**config.mk**
```make
export PLATFORM = sky130hd
export DESIGN_NAME = serial_divider
export DESIGN_NICKNAME = d
export VERILOG_FILES = /design/src/rtl/serial_arith_pkg.sv /design/src/rtl/div_step.sv /design/src/rtl/serial_divider.sv
export SDC_FILE = /design/constraint.sdc
export NUM_CORES = 1
export LEC_CHECK = 0
export CAP_MARGIN = 25
export CORE_AREA = 8 8 126 128
export DETAILED_ROUTE_END_ITERATION = 12
export DIE_AREA = 0 0 134 136
export PLACE_DENSITY = 0.85
export SKIP_CTS_REPAIR_TIMING = 1
export SLEW_MARGIN = 15
export SYNTH_ARGS = -nofsm -noshare
export SYNTH_HDL_FRONTEND = slang
export SYNTH_HIERARCHICAL = 1
export SYNTH_SLANG_ARGS = --single-unit
```
**constraint.sdc**
```tcl
create_clock -name clk -period 5.85 [get_ports clk]
set_input_delay 0.585 -clock clk [delete_from_list [all_inputs] [get_ports clk]]
set_output_delay 0.585 -clock clk [all_outputs]
set_load 0.01 [all_outputs]
```
**src/rtl/serial_arith_pkg.sv**
```systemverilog
// Shared types and default widths for the serial arithmetic datapath
// (serial multiplier and serial divider share one controller).
package serial_arith_pkg;

  typedef enum logic [1:0] {
    IDLE,
    RUN,
    DONE
  } arith_state_t;

  localparam int DIVIDEND_W_DEF = 32;
  localparam int DIVISOR_W_DEF  = 16;

endpackage

```
**src/rtl/div_step.sv**
```systemverilog
// One restoring shift-subtract step: shift in a dividend bit, subtract
// the divisor when it fits, and report the resulting quotient bit.
module div_step #(
  parameter int DIVISOR_W = 16
) (
  input  logic [DIVISOR_W-1:0] r_i,
  input  logic                 bit_i,
  input  logic [DIVISOR_W-1:0] divisor_i,
  output logic [DIVISOR_W-1:0] r_o,
  output logic                 qbit_o
);

  logic [DIVISOR_W:0] sh;

  always_comb begin
    sh     = {r_i, bit_i};
    qbit_o = (sh >= {1'b0, divisor_i});
    // The true difference is below the divisor, so DIVISOR_W-bit wraparound is exact.
    r_o    = qbit_o ? (sh[DIVISOR_W-1:0] - divisor_i) : sh[DIVISOR_W-1:0];
  end

endmodule

```
**src/rtl/serial_divider.sv**
```systemverilog
// Serial restoring divider, one quotient bit per clock, start/done handshake.
// Define SIGNED_DIV_EN for two's-complement truncating division.
module serial_divider
  import serial_arith_pkg::*;
#(
  parameter int DIVIDEND_W = DIVIDEND_W_DEF,
  parameter int DIVISOR_W  = DIVISOR_W_DEF
) (
  input  logic                  clk,
  input  logic                  reset,
  input  logic                  start,
  input  logic [DIVIDEND_W-1:0] dividend,
  input  logic [DIVISOR_W-1:0]  divisor,
  output logic [DIVIDEND_W-1:0] quotient,
  output logic [DIVISOR_W-1:0]  remainder,
  output logic                  div_by_zero,
  output logic                  done,
  output logic                  busy
);

  localparam int CW = $clog2(DIVIDEND_W) + 1;

  arith_state_t          state_q, state_d;
  logic [CW-1:0]         cnt_q, cnt_d;
  logic [DIVIDEND_W-1:0] dvd_q, dvd_d;
  logic [DIVIDEND_W-1:0] quo_q, quo_d;
  logic [DIVIDEND_W-1:0] quot_q, quot_d;
  logic [DIVISOR_W-1:0]  dsr_q, dsr_d;
  logic [DIVISOR_W-1:0]  r_q, r_d;
  logic [DIVISOR_W-1:0]  rem_q, rem_d;
  logic                  zero_q, zero_d;
  logic                  dbz_q, dbz_d;

  logic                  div_zero;
  logic [DIVIDEND_W-1:0] a_mag;
  logic [DIVISOR_W-1:0]  b_mag;
  logic [DIVISOR_W-1:0]  r_nx;
  logic                  qbit;
  logic [DIVIDEND_W-1:0] q_raw;
  logic [DIVIDEND_W-1:0] q_fin;
  logic [DIVISOR_W-1:0]  r_fin;

  assign div_zero = (divisor == '0);

  div_step #(
    .DIVISOR_W(DIVISOR_W)
  ) u_step (
    .r_i      (r_q),
    .bit_i    (dvd_q[DIVIDEND_W-1]),
    .divisor_i(dsr_q),
    .r_o      (r_nx),
    .qbit_o   (qbit)
  );

  assign q_raw = {quo_q[DIVIDEND_W-2:0], qbit};

`ifdef SIGNED_DIV_EN
  logic nq_q, nq_d;
  logic nr_q, nr_d;
  logic a_neg, b_neg;

  assign a_neg = dividend[DIVIDEND_W-1];
  assign b_neg = divisor[DIVISOR_W-1];
  // Divide-by-zero keeps the raw dividend so it matches the unsigned result.
  assign a_mag = (a_neg && !div_zero) ? -dividend : dividend;
  assign b_mag = b_neg ? -divisor : divisor;
  assign nq_d  = (state_q == IDLE && start) ? ((a_neg ^ b_neg) && !div_zero) : nq_q;
  assign nr_d  = (state_q == IDLE && start) ? (a_neg && !div_zero) : nr_q;
  assign q_fin = nq_q ? -q_raw : q_raw;
  assign r_fin = nr_q ? -r_nx : r_nx;

  always_ff @(posedge clk or posedge reset) begin
    if (reset) begin
      nq_q <= 1'b0;
      nr_q <= 1'b0;
    end else begin
      nq_q <= nq_d;
      nr_q <= nr_d;
    end
  end
`else
  assign a_mag = dividend;
  assign b_mag = divisor;
  assign q_fin = q_raw;
  assign r_fin = r_nx;
`endif

  always_comb begin
    state_d = state_q;
    cnt_d   = cnt_q;
    dvd_d   = dvd_q;
    dsr_d   = dsr_q;
    r_d     = r_q;
    quo_d   = quo_q;
    quot_d  = quot_q;
    rem_d   = rem_q;
    zero_d  = zero_q;
    dbz_d   = dbz_q;
    unique case (state_q)
      IDLE: begin
        if (start) begin
          state_d = RUN;
          cnt_d   = CW'(DIVIDEND_W);
          dvd_d   = a_mag;
          dsr_d   = b_mag;
          r_d     = '0;
          quo_d   = '0;
          zero_d  = div_zero;
        end
      end
      RUN: begin
        cnt_d = cnt_q - 1'b1;
        dvd_d = {dvd_q[DIVIDEND_W-2:0], 1'b0};
        r_d   = r_nx;
        quo_d = q_raw;
        if (cnt_q == CW'(1)) begin
          state_d = DONE;
          quot_d  = q_fin;
          rem_d   = r_fin;
          dbz_d   = zero_q;
        end
      end
      DONE: state_d = IDLE;
      default: state_d = IDLE;
    endcase
  end

  always_ff @(posedge clk or posedge reset) begin
    if (reset) begin
      state_q <= IDLE;
      cnt_q   <= '0;
      dvd_q   <= '0;
      dsr_q   <= '0;
      r_q     <= '0;
      quo_q   <= '0;
      quot_q  <= '0;
      rem_q   <= '0;
      zero_q  <= 1'b0;
      dbz_q   <= 1'b0;
    end else begin
      state_q <= state_d;
      cnt_q   <= cnt_d;
      dvd_q   <= dvd_d;
      dsr_q   <= dsr_d;
      r_q     <= r_d;
      quo_q   <= quo_d;
      quot_q  <= quot_d;
      rem_q   <= rem_d;
      zero_q  <= zero_d;
      dbz_q   <= dbz_d;
    end
  end

  assign quotient    = quot_q;
  assign remainder   = rem_q;
  assign div_by_zero = dbz_q;
  assign done        = (state_q == DONE);
  assign busy        = (state_q != IDLE);

endmodule

```
### After elaboration in Yosys (flattened, before gate mapping)

Cells that the tools add are included.

| word-level totals | value |
|---|---|
| flip-flop bits (word level) | 153 |
| input bits | 51 |
| output and inout port bits | 51 |

| cells by class | value |
|---|---|
| add/subtract/negate cells | 2 |
| $lt $le $gt $ge | 1 |
| eq/ne operators | 5 |
| mux-type cells | 12 |
| reductions and logical operators | 8 |

Operator list:

| kind | count |
|---|---|
| case mux 32 bit (2 select lines) | 1 |
| case mux 31 bit (2 select lines) | 1 |
| two-way mux 16 bit | 2 |
| two-way mux 32 bit | 1 |
| case mux 16 bit (2 select lines) | 1 |
| two-way mux 31 bit | 1 |
| >= comparator 17 x 16 -> 1 bit | 1 |
| logical NOT 16 bit | 1 |
| subtractor 16 bit | 1 |
| case mux 6 bit (2 select lines) | 1 |
| AND reduction 2 bit | 4 |
| equality test 6 x 1 -> 1 bit, second input constant | 1 |
| two-way mux 6 bit | 1 |
| subtractor 6 x 1 -> 6 bit, second input constant | 1 |
| two-way mux 2 bit | 2 |
| inequality test 2 bit, second input constant | 2 |
| case mux 2 bit (2 select lines) | 1 |
| nonzero test 2 bit | 2 |
| equality test 2 x 1 -> 1 bit, second input constant | 1 |
| equality test 2 bit, second input constant | 1 |
| logical NOT 2 bit | 1 |

### Longest topological paths before layout

Gate-level depths: netlist (run 1).

| logic depth | value |
|---|---|
| word-level depth | 3 |
| gate-level depth with buffers | 12 |

### Cells and area by module

Netlist (run 1), hierarchy kept.

By module, submodules not included:

| module | instances | cells each | area an instance (µm²) |
|---|---|---|---|
| serial_divider | 1 | 563 | 6297.3 |
| div_step | 1 | 157 | 1229.9 |

### Worst setup path after synthesis (run 1)

No wires, ideal clock.

| timing path | value |
|---|---|
| path type | register to register |
| from | register r_q[5] |
| to | register rem_q[10] (netlist: remainder[10]) |
| data arrival time | 2.913 ns |
| data required time | 5.725 ns |
| path slack | 2.812 ns |
| cell stages (with the launch flop) | 10 |
| period minus slack after synthesis | 3.038 ns |
| path through | dfrtp_1 -> ha_1 -> a211oi_2 -> o211ai_2 -> a221oi_4 -> a211oi_2 -> a2111oi_4 -> buf_6 -> mux2_4 -> mux2_4 |

| on the way | value |
|---|---|
| cells in the longest elaborated chain, start to end | 2 |
| elaborated cells on any way between the ends | 3 |

RTL lines:

| element | RTL line | source |
|---|---|---|
| start: declaration | serial_divider.sv:29 | `logic [DIVISOR_W-1:0] r_q, r_d;` |
| start signal: assignment | serial_divider.sv:145 | `r_q <= r_d;` |
| subtractor 16 bit or >= comparator 17 x 16 -> 1 bit (tied branches) | div_step.sv:19, div_step.sv:17 |  |
| two-way mux 16 bit * | div_step.sv:19 | `r_o = qbit_o ? (sh[DIVISOR_W-1:0] - divisor_i) : sh[DIVISOR_W-1:0];` |
| named net r_fin[10] | serial_divider.sv:41 | `logic [DIVISOR_W-1:0] r_fin;` |
| end signal: assignment | serial_divider.sv:148 | `rem_q <= rem_d;` |
| end: declaration | serial_divider.sv:30 | `logic [DIVISOR_W-1:0] rem_q, rem_d;` |

The timed path passes the listed nets; every way through them passes the cells marked *.
A chain may end at the register's enable or synchronous reset.

### Worst setup path in the final report (run 1)

| timing path | value |
|---|---|
| from | register r_q[9] |
| to | register rem_q[3] (netlist: remainder[3]) |

| on the way | value |
|---|---|
| cells in the longest elaborated chain, start to end | 2 |

RTL lines:

| element | RTL line | source |
|---|---|---|
| >= comparator 17 x 16 -> 1 bit | div_step.sv:17 | `qbit_o = (sh >= {1'b0, divisor_i});` |
| two-way mux 16 bit | div_step.sv:19 |  |
| named net r_fin[3] | serial_divider.sv:41 |  |

The timed path passes the listed nets, and every way through them passes these cells.

==> metrics.log, run 1 <==
INFO  metric reg2reg_slack = 2.65 ns
INFO  metric synthesis.nets = 790
INFO  metric timing.critical_path.to_type = flip-flop
INFO  metric firstDrtPassIters = 5
INFO  metric io_buffer_count = 101
INFO  metric route.vias.total = 5529
INFO  metric fin_area = 9181 um^2
INFO  metric drv_cap = 0
INFO  metric maximum_number_of_pins_on_one_net_before_global_route_repair = 102
INFO  metric area_growth_from_synthesis_to_layout = 21.97%
INFO  metric relSlewSlack = 33.08%
INFO  metric initial_core_util = 53.62%
INFO  metric synth_seq_area_share = 50.86%
INFO  metric cts_max_path_buffers = 2
INFO  metric first_pass_grt_wire_length = 28.53 mm
INFO  metric critical-path-max-stage-delay = 0.45 ns
INFO  metric placedInstanceArea = 8572 um^2
INFO  metric synthCells = 720
INFO  metric final.min_clock_period = 3.198 ns
INFO  metric grt_usage = 19.24%
INFO  metric drt.antenna.violating_nets = 0
INFO  metric synth_cell_type_count = 60
INFO  metric setup_repair_after_global_routing_missed_its_margin = false
INFO  metric routabilityCongestion = 0.8498
INFO  metric power.sequential.fraction = 31.4%
INFO  metric netlist.top_cell.by_area = sky130_fd_sc_hd__dfrtp_1
INFO  metric vias_in_the_first_global_route = 5743
INFO  metric cts_root_buffer_type = sky130_fd_sc_hd__clkbuf_16
INFO  metric p_sw = 2287 uW
INFO  metric cellLeakagePower = 0.004411 uW
INFO  metric finClkSkew = 0.01182 ns
INFO  metric drt_wl_total = 16.71 mm
INFO  metric cp_data_arrival_time = 3.50 ns
INFO  metric die_h = 136 um
INFO  metric drc = 0
INFO  metric gr-total-overflow = 0
INFO  metric hp-class = reg2reg
INFO  metric setup_viol = 0
INFO  metric avgRoutedWirePerCell = 16.68 um
INFO  metric worst_ir_drop_vdd = 0.3093 mV
INFO  metric core_area = 14040 um^2
INFO  metric layout.cells.most_common = sky130_fd_sc_hd__nand2_1
INFO  metric synth_top_area_share = 50.86%
INFO  metric period_share = 54.67%
INFO  metric most-common-layout-cells = sky130_fd_sc_hd__nand2_1, sky130_fd_sc_hd__dfrtp_1, sky130_fd_sc_hd__clkdlybuf4s50_1, sky130_fd_sc_hd__mux2_4, sky130_fd_sc_hd__nand3_1
INFO  metric via_per_inst = 5.518
INFO  metric synth_enable_flop_cells = 0
INFO  metric netSwitchingFraction = 38.12%
INFO  metric cp_cell_sequence = ha_1 > a21oi_2 > o211ai_2 > a221oi_4 > a211oi_2 > a2111oi_4 > buf_4 > mux2_2 > mux2_4
INFO  metric share_of_layout_cells_above_drive_strength_1 = 14.30%
INFO  metric power_density_over_cell_area = 653.4 nW/um^2
INFO  metric tritoncts_clock_tree = yes
INFO  metric clock_sinks = 153
INFO  metric timing.fmax = 0.3127 GHz
INFO  metric synth_flop_cell = sky130_fd_sc_hd__dfrtp_1
INFO  metric top_level_ports = 102
INFO  metric yosys_warnings = 6
INFO  metric clk_pin_slew = 0.06 ns
INFO  metric ctsHtreeMaxLevel = 4
INFO  metric floorplan.die_area = 18220 um^2
INFO  metric clock_insertion_delay_worst_skew = 0.42 ns
INFO  metric syn_area = 7527 um^2
INFO  metric critPathLaunchType = flip-flop
INFO  metric number_of_antenna_violations_at_the_first_check_in_global_routing = 1
INFO  metric ys_top_cells_by_area = sky130_fd_sc_hd__dfrtp_1, sky130_fd_sc_hd__mux2_4, sky130_fd_sc_hd__nand2_1, sky130_fd_sc_hd__nand3_1, sky130_fd_sc_hd__a22oi_1
INFO  metric setup_tns = 0 ns
INFO  metric postSynthAreaPerCell = 10.45 um^2
INFO  metric timing.critical_path.required = 6.16 ns
INFO  metric cts-buffers-inserted = 17
INFO  metric drv_slew = 0
INFO  metric combPwrFrac = 50.6%
INFO  metric max_slew.worst_pin.slew = 1.004 ns
INFO  metric critPathMaxFanout = 17
INFO  metric std_cell_rows = 44
INFO  metric crit_slowest_cell = sky130_fd_sc_hd__ha_1
INFO  metric num_antenna_cells = 0
INFO  metric setup.worst_path.class = reg2reg
INFO  metric die-width = 134 um
INFO  metric power.internal = 3712 uW
INFO  metric power_frac_clock = 18.1%
INFO  metric drt-initial-drc-count = 343
INFO  metric hold_violations = 0
INFO  metric outcome = finished, final reports clean
INFO  metric finish.net_count = 875
INFO  metric synth.ff_latch_count = 153
INFO  metric dp_hpwl = 10.79 mm
INFO  metric async_reset_ff_share = 100.0%
## power by group through the flow
stage               combinational (uW)  sequential, uW  clock [uW]
floorplan                         2160            1880           0
global placement                  2910            1870           0
detailed placement                3000            1890           0
CTS                               3030            1880        1100
global route                      3360            1950        1150
finish                            3030            1880        1080
## cell usage after synthesis (3+ instances only)
master / n
sky130_fd_sc_hd__dfrtp_1: 153
sky130_fd_sc_hd__a22oi_1: 31
sky130_fd_sc_hd__o21a_1: 6
sky130_fd_sc_hd__nor3_1: 5
sky130_fd_sc_hd__nor4_1: 5
sky130_fd_sc_hd__nand4_1: 3
sky130_fd_sc_hd__o211ai_1: 3
sky130_fd_sc_hd__and3_1: 3
sky130_fd_sc_hd__nand3_1: 51
sky130_fd_sc_hd__ha_1: 18
sky130_fd_sc_hd__a211oi_1: 3
sky130_fd_sc_hd__nor2b_1: 6
sky130_fd_sc_hd__o21ai_0: 15
sky130_fd_sc_hd__mux2i_1: 5
sky130_fd_sc_hd__inv_1: 26
sky130_fd_sc_hd__buf_12: 5
sky130_fd_sc_hd__o31ai_1: 4
sky130_fd_sc_hd__mux2_2: 8
sky130_fd_sc_hd__a21oi_1: 8
sky130_fd_sc_hd__nand2_1: 214
sky130_fd_sc_hd__nor2_1: 10
sky130_fd_sc_hd__buf_2: 7
sky130_fd_sc_hd__mux2_4: 55
sky130_fd_sc_hd__buf_1: 5
sky130_fd_sc_hd__clkbuf_1: 22
sky130_fd_sc_hd__xor2_1: 4
sky130_fd_sc_hd__xnor2_1: 4
## per-stage QoR
stage	power (uW)	setup WS, ns	utilization (%)	hold slack [ns]	std cells
after global routing	6453	2.506	65.40	0.4923	1002
after global placement	4785	2.786	61.06	0.4586	969
after detailed placement	4892	2.711	61.06	0.4634	969
after CTS	6010	2.672	65.21	0.4785	1001
after floorplan	4041	1.144	-	0.4457	720
final	5999	2.652	65.40	0.4744	1002
## path summary, 6_finish.rpt
path / depth (start not counted) / startpoint / to
worst max-delay path: 9 / r_q[9] / remainder[3]
worst min-delay path: 2 / dvd_q[9] / dvd_q[9]
worst max register to register: 9 / r_q[9] / remainder[3]
worst min register to register: 2 / dvd_q[9] / dvd_q[9]
max in group asynchronous: 3 / reset / r_q[11]
min in group asynchronous: 2 / reset / quotient[22]
## cell type report
| cell class | count | area [um^2] |
|---|---|---|
| inverters | 26 | 102.6 |
| clock inverters | 9 | 113.9 |
| flip-flops and latches | 153 | 3829 |
| multi-input cells | 499 | 3354 |
| repair buffers | 108 | 1084 |
| clock buffers | 23 | 467.9 |
| well taps | 184 | 230.2 |
| fillers | 1069 | 4857 |
## worst max-delay path, delay by kind of cell (launching register included)
kind / cells / cell delay (ns)
AO/OA/AOI/OAI: 5 / 1.21
multiplexers: 2 / 0.66
buffers and inverters: 1 / 0.35
adder cells (fa/ha/maj): 1 / 0.45
flip-flops: 1 / 0.40
## flip-flops by register name, summed over array words and instances, names as in the netlist
signal / flops
quo_q: 31
remainder: 16
quotient: 32
dsr_q: 16
cnt_q: 6
state_q: 2
zero_q: 1
div_by_zero: 1
dvd_q: 32
r_q: 16
## kinds of logic after synthesis
kind of cell | count (synthesis) | synth area share, %
simple gates | 311 | 17.75
flops | 153 | 50.86
xor+xnor | 8 | 0.9308
compound gates | 93 | 9.525
mux | 68 | 12.83
buf+inv | 68 | 4.837
fa+ha+maj | 19 | 3.258
## layer usage
metal	up-vias	track usage, %	wire length [um]
met5	-	0	13
met4	2	7.361	333
met3	28	5.211	871
met2	140	30.97	8010
met1	2729	24.39	7484
li1	2630	-	-
(Power assumes the default switching activity.)
==> run 2: changes to the inputs <==
Settings changed: CORE_AREA 8 8 126 128 to 8 8 132 134, DIE_AREA 0 0 134 136 to 0 0 140 142, PLACE_DENSITY 0.85 to 0.82.
Clock period 5.85 ns to 2.65 ns, I/O delays scaled along.
==> run 2 against run 1 <==
Effect of this change: the flow now finishes with violations (negative setup slack); total power is 150% higher; count of clock-buffer cells in the layout is 2 lower; non-clock buffer count is 39 higher; sequential cell count stayed put; core utilization is 1.9 points lower; clock power is 120% higher; combinational power grew to 2.7 times the previous value; critical path type unchanged; largest cell class unchanged; highest routed layer is now met4.
==> metrics.log, run 2 (synthesized netlist as in run 1, its figures left out) <==
INFO  metric outcome = finished with violations
INFO  metric failing_checks = negative setup slack
INFO  metric cp_data_arrival_time = 3.04 ns
INFO  metric floorplan.die_area = 19880 um^2
INFO  metric final.min_clock_period = 2.743 ns
INFO  metric setup_tns = -0.8618 ns
INFO  metric tritoncts_clock_tree = yes
INFO  metric setup_repair_after_global_routing_missed_its_margin = true
INFO  metric critical_path.most_common_cell = sky130_fd_sc_hd__mux2_4
INFO  metric area_growth_from_synthesis_to_layout = 30.17%
INFO  metric vias_in_the_first_global_route = 5652
INFO  metric crit_slowest_cell = sky130_fd_sc_hd__dfrtp_1
INFO  metric drc = 0
INFO  metric power_density_over_cell_area = 1504 nW/um^2
INFO  metric drt_wl_total = 17.61 mm
INFO  metric clock_insertion_delay_worst_skew = 0.42 ns
INFO  metric std_cell_rows = 46
INFO  metric relSlewSlack = 40.81%
INFO  metric clock_sinks = 153
INFO  metric final_non_filler_cells = 1049
INFO  metric top_level_ports = 102
INFO  metric hp-class = in2async
INFO  metric reg2reg_to = remainder[8]
INFO  metric io_buffer_count = 101
INFO  metric finish.net_count = 914
INFO  metric grt_usage = 17.69%
INFO  metric critPathMaxFanout = 8
INFO  metric timing.critical_path.buf_inv = 2
INFO  metric setup.worst_path.class = reg2reg
INFO  metric layout.filler_cells = 1223
INFO  metric timing.critical_path.required = 2.95 ns
INFO  metric timing.critical_path.to_type = flip-flop
INFO  metric drt-initial-drc-count = 337
INFO  metric worst_ir_drop_vdd = 0.6735 mV
INFO  metric number_of_antenna_violations_at_the_first_check_in_global_routing = 0
INFO  metric num_antenna_cells = 0
INFO  metric route.vias.total = 5643
INFO  metric maximum_number_of_pins_on_one_net_before_global_route_repair = 79
INFO  metric critical-path-max-stage-delay = 0.40 ns
INFO  metric cp_cell_sequence = ha_1 > nor2b_4 > o31a_1 > o31ai_2 > a211oi_2 > a2111oi_4 > buf_6 > clkbuf_16 > mux2_4 > mux2_4
INFO  metric r2r_startpoint = r_q[0]
INFO  metric via_per_inst = 5.379
INFO  metric share_of_layout_cells_above_drive_strength_1 = 20.77%
INFO  metric first_pass_grt_wire_length = 28.35 mm
INFO  metric core_area = 15420 um^2
INFO  metric placedInstanceArea = 8921 um^2
INFO  metric die-width = 140 um
INFO  metric drv_slew = 0
INFO  metric routabilityCongestion = 0.8189
INFO  metric timing.fmax = 0.3646 GHz
INFO  metric cts-buffers-inserted = 17
INFO  metric cellLeakagePower = 0.004684 uW
INFO  metric period_share = 103.5%
INFO  metric clk_pin_slew = 0.07 ns
INFO  metric total_power = 14730 uW
INFO  metric fin_util = 63.52%
INFO  metric post-place-cells = 1006
INFO  metric rr_worst_depth = 10
INFO  metric critPathLaunchType = flip-flop
INFO  metric ctsHtreeMaxLevel = 4
INFO  metric drt.antenna.violating_nets = 0
INFO  metric layout.cells.most_common = sky130_fd_sc_hd__nand2_1
INFO  metric hold_violations = 0
INFO  metric fin_area = 9798 um^2
INFO  metric most-common-layout-cells = sky130_fd_sc_hd__nand2_1, sky130_fd_sc_hd__dfrtp_1, sky130_fd_sc_hd__clkdlybuf4s50_1, sky130_fd_sc_hd__mux2_4, sky130_fd_sc_hd__nand3_1
INFO  metric avgRoutedWirePerCell = 16.79 um
INFO  metric critPathTopFamily = compound AO/OA/AOI/OAI gates
INFO  metric die_h = 142 um
INFO  metric dp_hpwl = 11.54 mm
INFO  metric firstDrtPassIters = 5
INFO  metric cts_max_path_buffers = 2
INFO  metric max_slew.worst_pin.slew = 0.8879 ns
INFO  metric reg2reg_slack = -0.09 ns
INFO  metric setup_viol = 16
INFO  metric layout_setup_ws = -0.09301 ns
INFO  metric initial_core_util = 48.80%
INFO  metric drv_cap = 0
INFO  metric gr-total-overflow = 0
INFO  metric cts_root_buffer_type = sky130_fd_sc_hd__clkbuf_16
INFO  metric finClkSkew = 0.01260 ns
run 2: cell types whose count changed in the layout (fill, tap and decap cells not counted), moves of 3 or more:
| cell | delta |
|---|---|
| sky130_fd_sc_hd__ha_4 | +6 |
| sky130_fd_sc_hd__clkbuf_1 | -3 |
| sky130_fd_sc_hd__ha_1 | -7 |
| sky130_fd_sc_hd__mux2_2 | -7 |
| sky130_fd_sc_hd__o31ai_1 | -3 |
| sky130_fd_sc_hd__mux2i_1 | -3 |
| sky130_fd_sc_hd__buf_12 | +7 |
| sky130_fd_sc_hd__mux2_4 | +7 |
| sky130_fd_sc_hd__buf_4 | +29 |
run 2: how the worst max path moves through the flow:
stage                         start            end  slack (ns)  depth (start not counted)
after detailed placement  dvd_q[31]  remainder[12]       -0.15                         10
after global placement    dvd_q[31]  remainder[12]       -0.07                         10
after global routing       dsr_q[6]  remainder[12]       -0.17                         11
final                        r_q[0]   remainder[8]       -0.09                         10
after CTS                 dvd_q[31]  remainder[12]       -0.18                         10
after floorplan              r_q[9]  remainder[10]       -0.13                         10
run 2: worst reg2reg max path, stage by stage (launching register included):
cell and delay (ns):
sky130_fd_sc_hd__dfrtp_1 0.40, sky130_fd_sc_hd__ha_1 0.33, sky130_fd_sc_hd__nor2b_4 0.14, sky130_fd_sc_hd__o31a_1 0.30
sky130_fd_sc_hd__o31ai_2 0.21, sky130_fd_sc_hd__a211oi_2 0.13, sky130_fd_sc_hd__a2111oi_4 0.22, sky130_fd_sc_hd__buf_6 0.18
sky130_fd_sc_hd__clkbuf_16 0.17, sky130_fd_sc_hd__mux2_4 0.31, sky130_fd_sc_hd__mux2_4 0.26
run 2: power by group:
part / internal, uW / switching, uW
sequential: 3430 / 740
clock: 1380 / 999
combinational: 4360 / 3820
run 2: layer usage:
| layer | share of wire, % | track usage (%) |
|---|---|---|
| met3 | 4.6 | 5.065 |
| met5 | 0 | 0 |
| met4 | 2.1 | 5.429 |
| met2 | 48 | 28.43 |
| met1 | 45 | 22.77 |
run 2: metrics by stage:
stage	setup slack, ns	hold slack (ns)
final	-0.09301	0.1909
after global routing	-0.1709	0.2017
after CTS	-0.1793	0.1850
after detailed placement	-0.1477	0.4618
after global placement	-0.06996	0.4584
after floorplan	-0.1297	0.3704
run 2: cell type report:
cell class                      instances  area [um^2]  share of cell area, %
Clock inverter                         11        112.6                  1.149
Multi-Input combinational cell        499         3558                  36.32
Tap cell                              192        240.2                  2.452
Timing Repair Buffer                  147         1486                  15.17
Inverter                               26        101.3                  1.034
Clock buffer                           21        470.5                  4.801
Sequential cell                       153         3829                  39.08
==> run 3: changes to the inputs <==
--- a/config.mk
+++ b/config.mk
@@ -9,2 +9,3 @@
 export CORE_AREA = 8 8 132 134
+export CTS_CLUSTER_SIZE = 30
 export DETAILED_ROUTE_END_ITERATION = 12
==> constraint.sdc (replaced) <==
create_clock -name clk -period 2.65 [get_ports clk]
set_input_delay 0.53 -clock clk [delete_from_list [all_inputs] [get_ports clk]]
set_output_delay 0.53 -clock clk [all_outputs]
set_load 0.01 [all_outputs]
==> run 3 against run 2 <==
Effect of this change: the flow still finishes with violations (negative setup slack); sequential cell count did not move; sequential share of layout area up 0.95 points; count of clock-buffer cells in the layout down 1; sequential power about the same; register-to-register slack improved by 0.06 ns; critical path depth decreased by 1; final cell count is 0.76% lower; clock skew fell by 0.0023 ns; non-clock buffer count down 8; largest power group unchanged.
==> metrics.log, run 3 (synthesized netlist as in run 1, its figures left out) <==
INFO  metric outcome = finished with violations
INFO  metric failing_checks = negative setup slack
INFO  metric area_growth_from_synthesis_to_layout = 27.09%
INFO  metric avgRoutedWirePerCell = 16.39 um
INFO  metric cp_cell_sequence = ha_4 > a211oi_4 > o211ai_2 > a221oi_4 > a211oi_2 > a2111oi_4 > buf_12 > mux2_2 > mux2_4
INFO  metric relSlewSlack = 42.93%
INFO  metric floorplan.die_area = 19880 um^2
INFO  metric drv_slew = 0
INFO  metric cts-buffers-inserted = 17
INFO  metric std_cell_rows = 46
INFO  metric number_of_antenna_violations_at_the_first_check_in_global_routing = 0
INFO  metric setup_viol = 7
INFO  metric top_level_ports = 102
INFO  metric cts_max_path_buffers = 2
INFO  metric cellLeakagePower = 0.004598 uW
INFO  metric hp-class = reg2reg
INFO  metric share_of_layout_cells_above_drive_strength_1 = 18.96%
INFO  metric final.min_clock_period = 2.682 ns
INFO  metric timing.critical_path.required = 2.95 ns
INFO  metric drt.antenna.violating_nets = 0
INFO  metric io_buffer_count = 101
INFO  metric setup_tns = -0.1510 ns
INFO  metric worst_ir_drop_vdd = 0.6214 mV
INFO  metric die-width = 140 um
INFO  metric drt_wl_total = 17.06 mm
INFO  metric power.sequential.fraction = 29.7%
INFO  metric layout.filler_cells = 1259
INFO  metric combined_area_of_the_multi_input_logic_cells = 3431 um^2
INFO  metric most-common-layout-cells = sky130_fd_sc_hd__nand2_1, sky130_fd_sc_hd__dfrtp_1, sky130_fd_sc_hd__clkdlybuf4s50_1, sky130_fd_sc_hd__mux2_4, sky130_fd_sc_hd__nand3_1
INFO  metric critical-path-max-stage-delay = 0.42 ns
INFO  metric critPathLaunchType = flip-flop
INFO  metric via_per_inst = 5.396
INFO  metric clock_sinks = 153
INFO  metric num_antenna_cells = 0
INFO  metric p_sw = 5274 uW
INFO  metric placement.setup.worst_slack = -0.1128 ns
INFO  metric critPathMaxFanout = 17
INFO  metric gr-total-overflow = 0
INFO  metric ctsHtreeMaxLevel = 4
INFO  metric finish.net_count = 906
INFO  metric firstDrtPassIters = 5
INFO  metric setup_repair_after_global_routing_missed_its_margin = true
INFO  metric die_h = 142 um
INFO  metric drv_cap = 0
INFO  metric first_pass_grt_wire_length = 28.58 mm
INFO  metric setup.worst_path.class = reg2reg
INFO  metric tritoncts_clock_tree = yes
INFO  metric placedInstanceArea = 8896 um^2
INFO  metric max_slew.worst_pin.slew = 0.8561 ns
INFO  metric layout.cells.most_common = sky130_fd_sc_hd__nand2_1
INFO  metric rr_worst_depth = 9
INFO  metric period_share = 101.2%
INFO  metric reg2reg_to = remainder[7]
INFO  metric cp_data_arrival_time = 2.98 ns
INFO  metric worst_setup_path_startpoint = r_q[5]
INFO  metric fin_util = 62.02%
INFO  metric clock_insertion_delay_worst_skew = 0.42 ns
INFO  metric initial_core_util = 48.80%
INFO  metric seqCellArea = 3829 um^2
INFO  metric dp_hpwl = 11.35 mm
INFO  metric reg2reg_slack = -0.03 ns
INFO  metric clk_pin_slew = 0.07 ns
INFO  metric drc = 0
INFO  metric core_area = 15420 um^2
INFO  metric cts_root_buffer_type = sky130_fd_sc_hd__clkbuf_16
INFO  metric timing.critical_path.to_type = flip-flop
INFO  metric maximum_number_of_pins_on_one_net_before_global_route_repair = 112
INFO  metric power_frac_clock = 17.6%
INFO  metric cp-endpoint = remainder[7]
INFO  metric hold_violations = 0
INFO  metric crit_slowest_cell = sky130_fd_sc_hd__dfrtp_1
INFO  metric grt_usage = 17.87%
INFO  metric fin_area = 9567 um^2
INFO  metric total_power = 13990 uW
INFO  metric timing.fmax = 0.3729 GHz
INFO  metric vias_in_the_first_global_route = 5766
INFO  metric route.vias.total = 5617
INFO  metric combPwrFrac = 52.7%
INFO  metric routabilityCongestion = 0.8366
INFO  metric netSwitchingFraction = 37.68%
INFO  metric power.internal = 8721 uW
INFO  metric power_density_over_cell_area = 1463 nW/um^2
INFO  metric layout_setup_ws = -0.03203 ns
INFO  metric r2r_startpoint = r_q[5]
INFO  metric finClkSkew = 0.01034 ns
INFO  metric drt-initial-drc-count = 302
run 3: changes by cell type in the layout (fill, tap and decap cells not counted), sizes merged:
cell,before,now
buf,44,38
clkbuf,23,20
bufinv,1,2
clkinv,4,5
clkinvlp,4,3
run 3: layout make-up:
type | instances | area share [%]
Clock buffer | 20 | 4.878
Multi-Input combinational cell | 499 | 35.86
Timing Repair Buffer | 139 | 14.20
Sequential cell | 153 | 40.02
Clock inverter | 12 | 1.465
Tap cell | 192 | 2.511
Inverter | 26 | 1.059
run 3: power by group through the flow:
stage          combinational, uW  clock (uW)  sequential, uW
2_1_floorplan               4870           0            4160
4_1_cts                     7220        2520            4150
6_report                    7370        2470            4150
3_3_place_gp                6960           0            4140
3_5_place_dp                7180           0            4170
5_1_grt                     8110        2620            4300
run 3: worst min path at each step:
stage / startpoint / to / slack, ns / cells past startpoint
final: dvd_q[18] / dvd_q[18] / 0.48 / 2
after global routing: dsr_q[12] / dsr_q[12] / 0.50 / 2
after CTS: dvd_q[29] / dvd_q[29] / 0.48 / 2
after detailed placement: dvd_q[21] / dvd_q[21] / 0.46 / 2
after global placement: dvd_q[9] / dvd_q[9] / 0.46 / 2
after floorplan: dsr_q[10] / dsr_q[10] / 0.45 / 2
run 3: per-stage QoR:
stage               instances  hold WS, ns
floorplan                 720       0.4457
global placement         1006       0.4581
detailed placement       1006       0.4633
CTS                      1038       0.4786
global route             1041       0.5025
finish                   1041       0.4752
run 3: per-layer routing:
layer	up-vias	routed length, um	GRT usage, %
met4	0	341	6.743
met2	132	8255	29.46
met1	2767	7655	22.11
met3	25	805	4.831
met5	-	0	0
li1	2693	-	-
run 3: critical path: cells and delay by family, from the launching register on:
kind,cells,cell delay (ns)
adders and majority gates,1,0.27
muxes,2,0.62
DFF,1,0.42
buffers and inverters,1,0.22
AOI/OAI and AO/OA,5,1.02
